## config.mk

```make
export PLATFORM = sky130hd
export DESIGN_NAME = fpu_div_sqrt_unit
export DESIGN_NICKNAME = d
export VERILOG_FILES = /design/src/rtl/fpu_div_sqrt_unit_pkg.sv /design/src/rtl/div_sqrt_step.sv /design/src/rtl/fpu_div_sqrt_unit.sv
export SDC_FILE = /design/constraint.sdc
export NUM_CORES = 1
export LEC_CHECK = 0
export ABC_AREA = 1
export CORE_AREA = 4 4 159 191
export DETAILED_ROUTE_END_ITERATION = 16
export DIE_AREA = 0 0 163 195
export PLACE_DENSITY = 0.64
export SLEW_MARGIN = 0
export SYNTH_ARGS = -nofsm -noshare
export SYNTH_HDL_FRONTEND = slang
export SYNTH_SLANG_ARGS = --single-unit
```

## constraint.sdc

```tcl
create_clock -name clk -period 2.9 [get_ports clk]
set_input_delay 0.435 -clock clk [delete_from_list [all_inputs] [get_ports clk]]
set_output_delay 0.435 -clock clk [all_outputs]
set_load 0.05 [all_outputs]
```

## src/rtl/fpu_div_sqrt_unit_pkg.sv

```systemverilog
// Shared FPU types for the iterative mantissa divide / square-root unit.
// Latency: n/a (types only).
// Backpressure: n/a (types only).
package fpu_div_sqrt_unit_pkg;

    typedef enum logic [1:0] {
        ds_idle_st  = 2'd0,
        ds_load_st  = 2'd1,
        ds_iter_st  = 2'd2,
        ds_valid_st = 2'd3
    } e_div_sqrt_states;

    typedef enum logic {
        ds_op_div  = 1'b0,
        ds_op_sqrt = 1'b1
    } e_div_sqrt_op;

endpackage

```

## src/rtl/div_sqrt_step.sv

```systemverilog
// One radix-2 restoring iteration shared by divide and square root.
// Latency: combinational.
// Backpressure: none; pure function of the current partial remainder and root.
module div_sqrt_step
    import fpu_div_sqrt_unit_pkg::*;
#(
    parameter int WIDTH = 24
) (
    input  e_div_sqrt_op       i_op,
    input  logic [WIDTH:0]     i_rem,
    input  logic [WIDTH-1:0]   i_root,
    input  logic [1:0]         i_bits,
    input  logic [WIDTH-1:0]   i_b,
    output logic [WIDTH:0]     o_rem,
    output logic [WIDTH:0]     o_q
);

    // Wide enough for sqrt's (rem << 2) | bits; div uses one fewer bit.
    localparam int TW = WIDTH + 3;

    logic [TW-1:0] w_trial;
    logic [TW-1:0] w_sub;
    logic          w_ge;

    // Shifted partial remainder and subtrahend for the active mode
    always_comb begin
        w_trial = {1'b0, i_rem, i_bits[1]};
        w_sub   = {3'b000, i_b};
        if (i_op == ds_op_sqrt) begin
            w_trial = {i_rem, i_bits};
            w_sub   = {1'b0, i_root, 2'b01};
        end
    end

    // Keep the difference when non-negative, otherwise restore; the kept
    // value always fits WIDTH+1 bits in both modes.
    assign w_ge  = (w_trial >= w_sub);
    assign o_rem = w_ge ? (WIDTH+1)'(w_trial - w_sub) : w_trial[WIDTH:0];
    assign o_q   = {i_root, w_ge};

endmodule

```

## src/rtl/fpu_div_sqrt_unit.sv

```systemverilog
// Iterative radix-2 mantissa divider / square root, one result bit per clock.
// Latency: div WIDTH+2, sqrt WIDTH+1, div-by-zero/overflow 2 cycles from start.
// Backpressure: result held in VALID until ack; start ignored unless idle.
module fpu_div_sqrt_unit
    import fpu_div_sqrt_unit_pkg::*;
#(
    parameter int WIDTH = 24
) (
    input  logic               clk,
    input  logic               arst,
    input  logic               start,
    input  logic               op,
    input  logic [WIDTH-1:0]   a,
    input  logic [WIDTH-1:0]   b,
    input  logic               flush,
    input  logic               ack,
    output logic               busy,
    output logic               valid,
    output logic [WIDTH:0]     q,
    output logic [WIDTH:0]     rem,
    output logic               dz,
    output logic               ovf
);

    localparam int N_DIV  = WIDTH + 1;
    localparam int N_SQRT = WIDTH;
    localparam int CW     = $clog2(WIDTH + 1);
    localparam int SW     = 2 * WIDTH;
    localparam logic [CW-1:0] C_DIV_LAST  = CW'(N_DIV - 1);
    localparam logic [CW-1:0] C_SQRT_LAST = CW'(N_SQRT - 1);

    e_div_sqrt_states r_state;
    e_div_sqrt_op     r_op;
    logic [WIDTH-1:0] r_a;
    logic [WIDTH-1:0] r_b;
    logic [WIDTH:0]   r_q;
    logic [WIDTH:0]   r_rem;
    logic [SW-1:0]    r_sh;
    logic [CW-1:0]    r_cnt;
    logic             r_busy;
    logic             r_valid;
    logic             r_dz;
    logic             r_ovf;

    logic             w_dz;
    logic             w_ovf;
    logic [WIDTH:0]   w_nrem;
    logic [WIDTH:0]   w_nq;

    // Quotient needs more than WIDTH+1 bits exactly when a >= 2b.
    assign w_dz  = (r_op == ds_op_div) && (r_b == '0);
    assign w_ovf = (r_op == ds_op_div) && !w_dz && ({1'b0, r_a} >= {r_b, 1'b0});

    div_sqrt_step #(
        .WIDTH (WIDTH)
    ) u_step (
        .i_op   (r_op),
        .i_rem  (r_rem),
        .i_root (r_q[WIDTH-1:0]),
        .i_bits (r_sh[SW-1 -: 2]),
        .i_b    (r_b),
        .o_rem  (w_nrem),
        .o_q    (w_nq)
    );

    // Control FSM, iteration counter and datapath registers
    always_ff @(posedge clk or negedge arst) begin
        if (!arst) begin
            r_state <= ds_idle_st;
            r_op    <= ds_op_div;
            r_a     <= '0;
            r_b     <= '0;
            r_q     <= '0;
            r_rem   <= '0;
            r_sh    <= '0;
            r_cnt   <= '0;
            r_busy  <= 1'b0;
            r_valid <= 1'b0;
            r_dz    <= 1'b0;
            r_ovf   <= 1'b0;
        end else if (flush) begin
            r_state <= ds_idle_st;
            r_q     <= '0;
            r_rem   <= '0;
            r_cnt   <= '0;
            r_busy  <= 1'b0;
            r_valid <= 1'b0;
            r_dz    <= 1'b0;
            r_ovf   <= 1'b0;
        end else begin
            case (r_state)
                ds_idle_st: begin
                    // Operands captured here so the requester may move on at once.
                    if (start) begin
                        r_a     <= a;
                        r_b     <= b;
                        r_op    <= e_div_sqrt_op'(op);
                        r_busy  <= 1'b1;
                        r_state <= ds_load_st;
                    end
                end
                ds_load_st: begin
                    r_dz    <= w_dz;
                    r_ovf   <= w_ovf;
                    r_state <= ds_iter_st;
                    if (w_dz || w_ovf) begin
                        // Flagged result spends a single frozen ITER slot.
                        r_q   <= '1;
                        r_rem <= '0;
                        r_cnt <= '0;
                    end else if (r_op == ds_op_div) begin
                        r_q   <= '0;
                        r_rem <= {2'b00, r_a[WIDTH-1:1]};
                        r_sh  <= {r_a[0], {(SW-1){1'b0}}};
                        r_cnt <= C_DIV_LAST;
                    end else begin
                        r_q   <= '0;
                        r_rem <= '0;
                        r_sh  <= {r_a, {WIDTH{1'b0}}};
                        r_cnt <= C_SQRT_LAST;
                    end
                end
                ds_iter_st: begin
                    if (!(r_dz || r_ovf)) begin
                        r_rem <= w_nrem;
                        r_q   <= w_nq;
                        if (r_op == ds_op_div) begin
                            r_sh <= {r_sh[SW-2:0], 1'b0};
                        end else begin
                            r_sh <= {r_sh[SW-3:0], 2'b00};
                        end
                    end
                    if (r_cnt == '0) begin
                        r_valid <= 1'b1;
                        r_state <= ds_valid_st;
                    end else begin
                        r_cnt <= r_cnt - 1'b1;
                    end
                end
                ds_valid_st: begin
                    if (ack) begin
                        r_busy  <= 1'b0;
                        r_valid <= 1'b0;
                        r_state <= ds_idle_st;
                    end
                end
                default: r_state <= ds_idle_st;
            endcase
        end
    end

    assign busy  = r_busy;
    assign valid = r_valid;
    assign q     = r_q;
    assign rem   = r_rem;
    assign dz    = r_dz;
    assign ovf   = r_ovf;

endmodule

```

==> results.cfg <==
[run_status]
status = completed

[power]
power_density_nw_per_um2 = 1397
power_leakage_nw = 6.273
power_mw = 17.12
vdd_drop_max_uv = 742.6

[logic_synthesis]
ys_seq_area_frac = 0.3398
syn_area_um2 = 9867
yosys_warnings = 0
synth-edff-count = 0
ys_ff_latch = 134
syn_area_per_cell_um2 = 6.726
ys_types = 40
syn-num-nets = 1577
synthArstFlopShare = 1.000
netlist_instances = 1467
synthFlopType = dfrtp_1

[floorplanning]
die-area_um2 = 31790
ios = 108
die_w_um = 163
die_h_um = 195
start_util = 0.3452
core_area_um2 = 28590
rows = 68

[place]
gp_congestion = 0.9818
dp_cells = 1922
io_buffers = 107
place_hpwl_mm = 24.34

[timing]
whs_ns = 0.4818
clock_skew_ns = 0.008521
slew_viol_final = 0
setup_viol_count_final = 0
hold_viol = 0
fin_crit_ns = 2.742
rsz0062_at_grt = yes
period_share = 0.9454
max_freq_ghz = 0.3647
worst_slew_margin_rel = 0.5138
worst_pin_slew_ns = 0.7276

[routing]
dr.first_iter.drc_count = 758
ant_nets = 0
routed_wl_mm = 32.75
wl_per_cell_um = 16.67
first_pass_iters = 6
vias = 10040
route.detailed.drc = 0
vias_per_cell = 5.114

[final_layout]
final_common_cell = nand2_1
antenna_cells = 0
drive_gt1_frac = 0.1013
fillerInstances = 2980
fin_cells = 1964
final_cell_mix = nand2_1, nand3_1, inv_1, dfrtp_1, clkdlybuf4s50_1
area_delta_synth_final_pct = 24.16
nNetsFinal = 1676

[grt]
grt_usage = 0.2049
antenna_found_initial = 0
grt_max_degree = 76
grt_overflow = 0
grt_first_pass_wirelength_mm = 51.85
first_global_vias = 9647

[clock_tree]
clock_path_buffers = 2
insertion_delay_ns = 0.43
root_buffer = clkbuf_16
clkTransAtPathRegs_ns = 0.06
cts_tree = built
cts.sinks = 134
cts-htree-levels = 4
cts_buffers = 17

[setup_path]
cp_max_fo = 20
regToRegSetupSlack_ns = 0.16
path_delay_family = simple AND/OR/NAND/NOR gates
crit_buf_inv = 3
cp.arrival_ns = 3.07
critPathSlowestCell = dfrtp_2
r2r-end = rem[20]$_DFFE_PN0P_
slowest_delay_ns = 0.44
startpoint_type = flop
crit_type = flop to flop
end_kind = flop
ff2ff_path_depth = 18
r2r_start = r_op$_DFFE_PN0P_
cp_cell_sequence = inv_4, buf_6, nand2_1, o21ai_0, ha_1, nand2_1, nor2_2, nand2_1, nor2_2, nand2_1, nand3_2, nor2_4, nand2_8, buf_4, nand3_1, nand2_1, nand2_1, nand2_1
crit_required_ns = 3.22
worst_path_most_repeated_cell = nand2_1

[hold_path]
holdPathStages = 2
worstHoldEndpoint = r_sh[46]$_DFFE_PN0P_
hp-start = r_sh[46]$_DFFE_PN0P_
worst_hold_path_type = flop to flop

[run]
drv_cap = 0
-- cells by family after synthesis --
kind of cell / share of synthesized area
mux: 0.02625
buf+inv: 0.09016
fa+ha+maj: 0.07177
compound gates: 0.09650
xor+xnor: 0.009764
simple gates: 0.3657
flops: 0.3398
-- worst max path at each step --
stage | depth (start not counted) | endpoint | startpoint | slack (ns)
final | 18 | rem[20]$_DFFE_PN0P_ | r_op$_DFFE_PN0P_ | 0.16
after global routing | 16 | rem[17]$_DFFE_PN0P_ | r_op$_DFFE_PN0P_ | -0.04
after CTS | 16 | rem[13]$_DFFE_PN0P_ | r_op$_DFFE_PN0P_ | 0.05
after detailed placement | 16 | rem[13]$_DFFE_PN0P_ | r_op$_DFFE_PN0P_ | 0.07
after global placement | 16 | rem[20]$_DFFE_PN0P_ | r_op$_DFFE_PN0P_ | -0.0007
after floorplan | 19 | rem[0]$_DFFE_PN0P_ | r_op$_DFFE_PN0P_ | 0.04
-- synthesized netlist by cell type (2+ instances only) --
library cell  number  share of area
a21oi_1           69          0.035
a21oi_2            2         0.0018
buf_1              5         0.0019
buf_2             24          0.012
buf_4              2         0.0015
buf_6              5         0.0057
clkbuf_1          37          0.014
dfrtp_1          134           0.34
ha_1              55          0.070
inv_1            137          0.052
inv_2              7         0.0027
mux2_2            23          0.026
nand2_1          518           0.20
nand2_2            5         0.0032
nand2_4            4         0.0046
nand3_1          148          0.075
nand3_2            3         0.0030
nand3b_1           3         0.0023
nand4_1           33          0.021
nor2_1           101          0.038
nor2_2             5         0.0032
nor2_4             3         0.0034
nor3_1             5         0.0025
nor4_1             3         0.0019
o211ai_1           2         0.0015
o21ai_0          105          0.053
o22ai_1            2         0.0013
or2_2              6         0.0038
xor2_1            10         0.0089
-- per-layer routing --
layer	global-route usage	routed length, µm	vias to the layer above
met2	0.3408	15800	372
met4	0.07209	1007	0
met1	0.2675	13890	4691
met5	0	0	-
met3	0.03715	2053	52
li1	-	-	4928
-- final cells by class --
type	count	area, µm²	area share
Tap cell	385	481.7	0.03932
Multi-Input combinational cell	1116	5702	0.4654
Timing Repair Buffer	153	1531	0.1250
Sequential cell	134	3354	0.2738
Inverter	144	543.0	0.04433
Clock buffer	18	439.2	0.03585
Clock inverter	14	198.9	0.01624
-- state kept, by name, indices dropped and copies added, names as in the netlist --
name and count:
r_sh 24, ovf 1, q 25, r_b 24, busy 1, r_state 2, valid 1, r_cnt 5
r_op 1, rem 25, dz 1, r_a 24
-- where the power goes --
part / internal (mW) / leakage [nW] / total, mW / switching [mW]
clock network: 1.47 / 0.299 / 2.38 / 0.910
logic: 3.96 / 4.28 / 11.5 / 7.51
registers: 2.57 / 1.70 / 3.27 / 0.700
total: 8.00 / 6.27 / 17.1 / 9.12
-- worst register-to-register path: stages, from the launching register on --
cell	delay, ns
dfrtp_2	0.44
inv_4	0.13
buf_6	0.19
nand2_1	0.08
o21ai_0	0.15
ha_1	0.35
nand2_1	0.16
nor2_2	0.07
nand2_1	0.10
nor2_2	0.06
nand2_1	0.07
nand3_2	0.08
nor2_4	0.21
nand2_8	0.06
buf_4	0.18
nand3_1	0.09
nand2_1	0.07
nand2_1	0.09
nand2_1	0.05
-- per-stage QoR --
step           utilization  setup TNS [ns]  area, µm²  setup slack, ns
2_1_floorplan            -               0       9867          0.03524
3_3_place_gp        0.3999      -0.0007159      11430       -0.0007159
3_5_place_dp        0.3999               0      11430          0.07026
4_1_cts             0.4226               0      12080          0.05470
5_1_grt             0.4285         -0.1249      12250         -0.03507
6_report            0.4285               0      12250           0.1583
-- repair_timing --
item | in CTS | in global routing
hold buffers | 1 | 0
buffers inserted | 0 | 8
setup endpoints to repair | 0 | 25
resized for setup | 0 | 30
hold endpoints to repair | 40 | 0
Power figures use the tool's default switching activity.
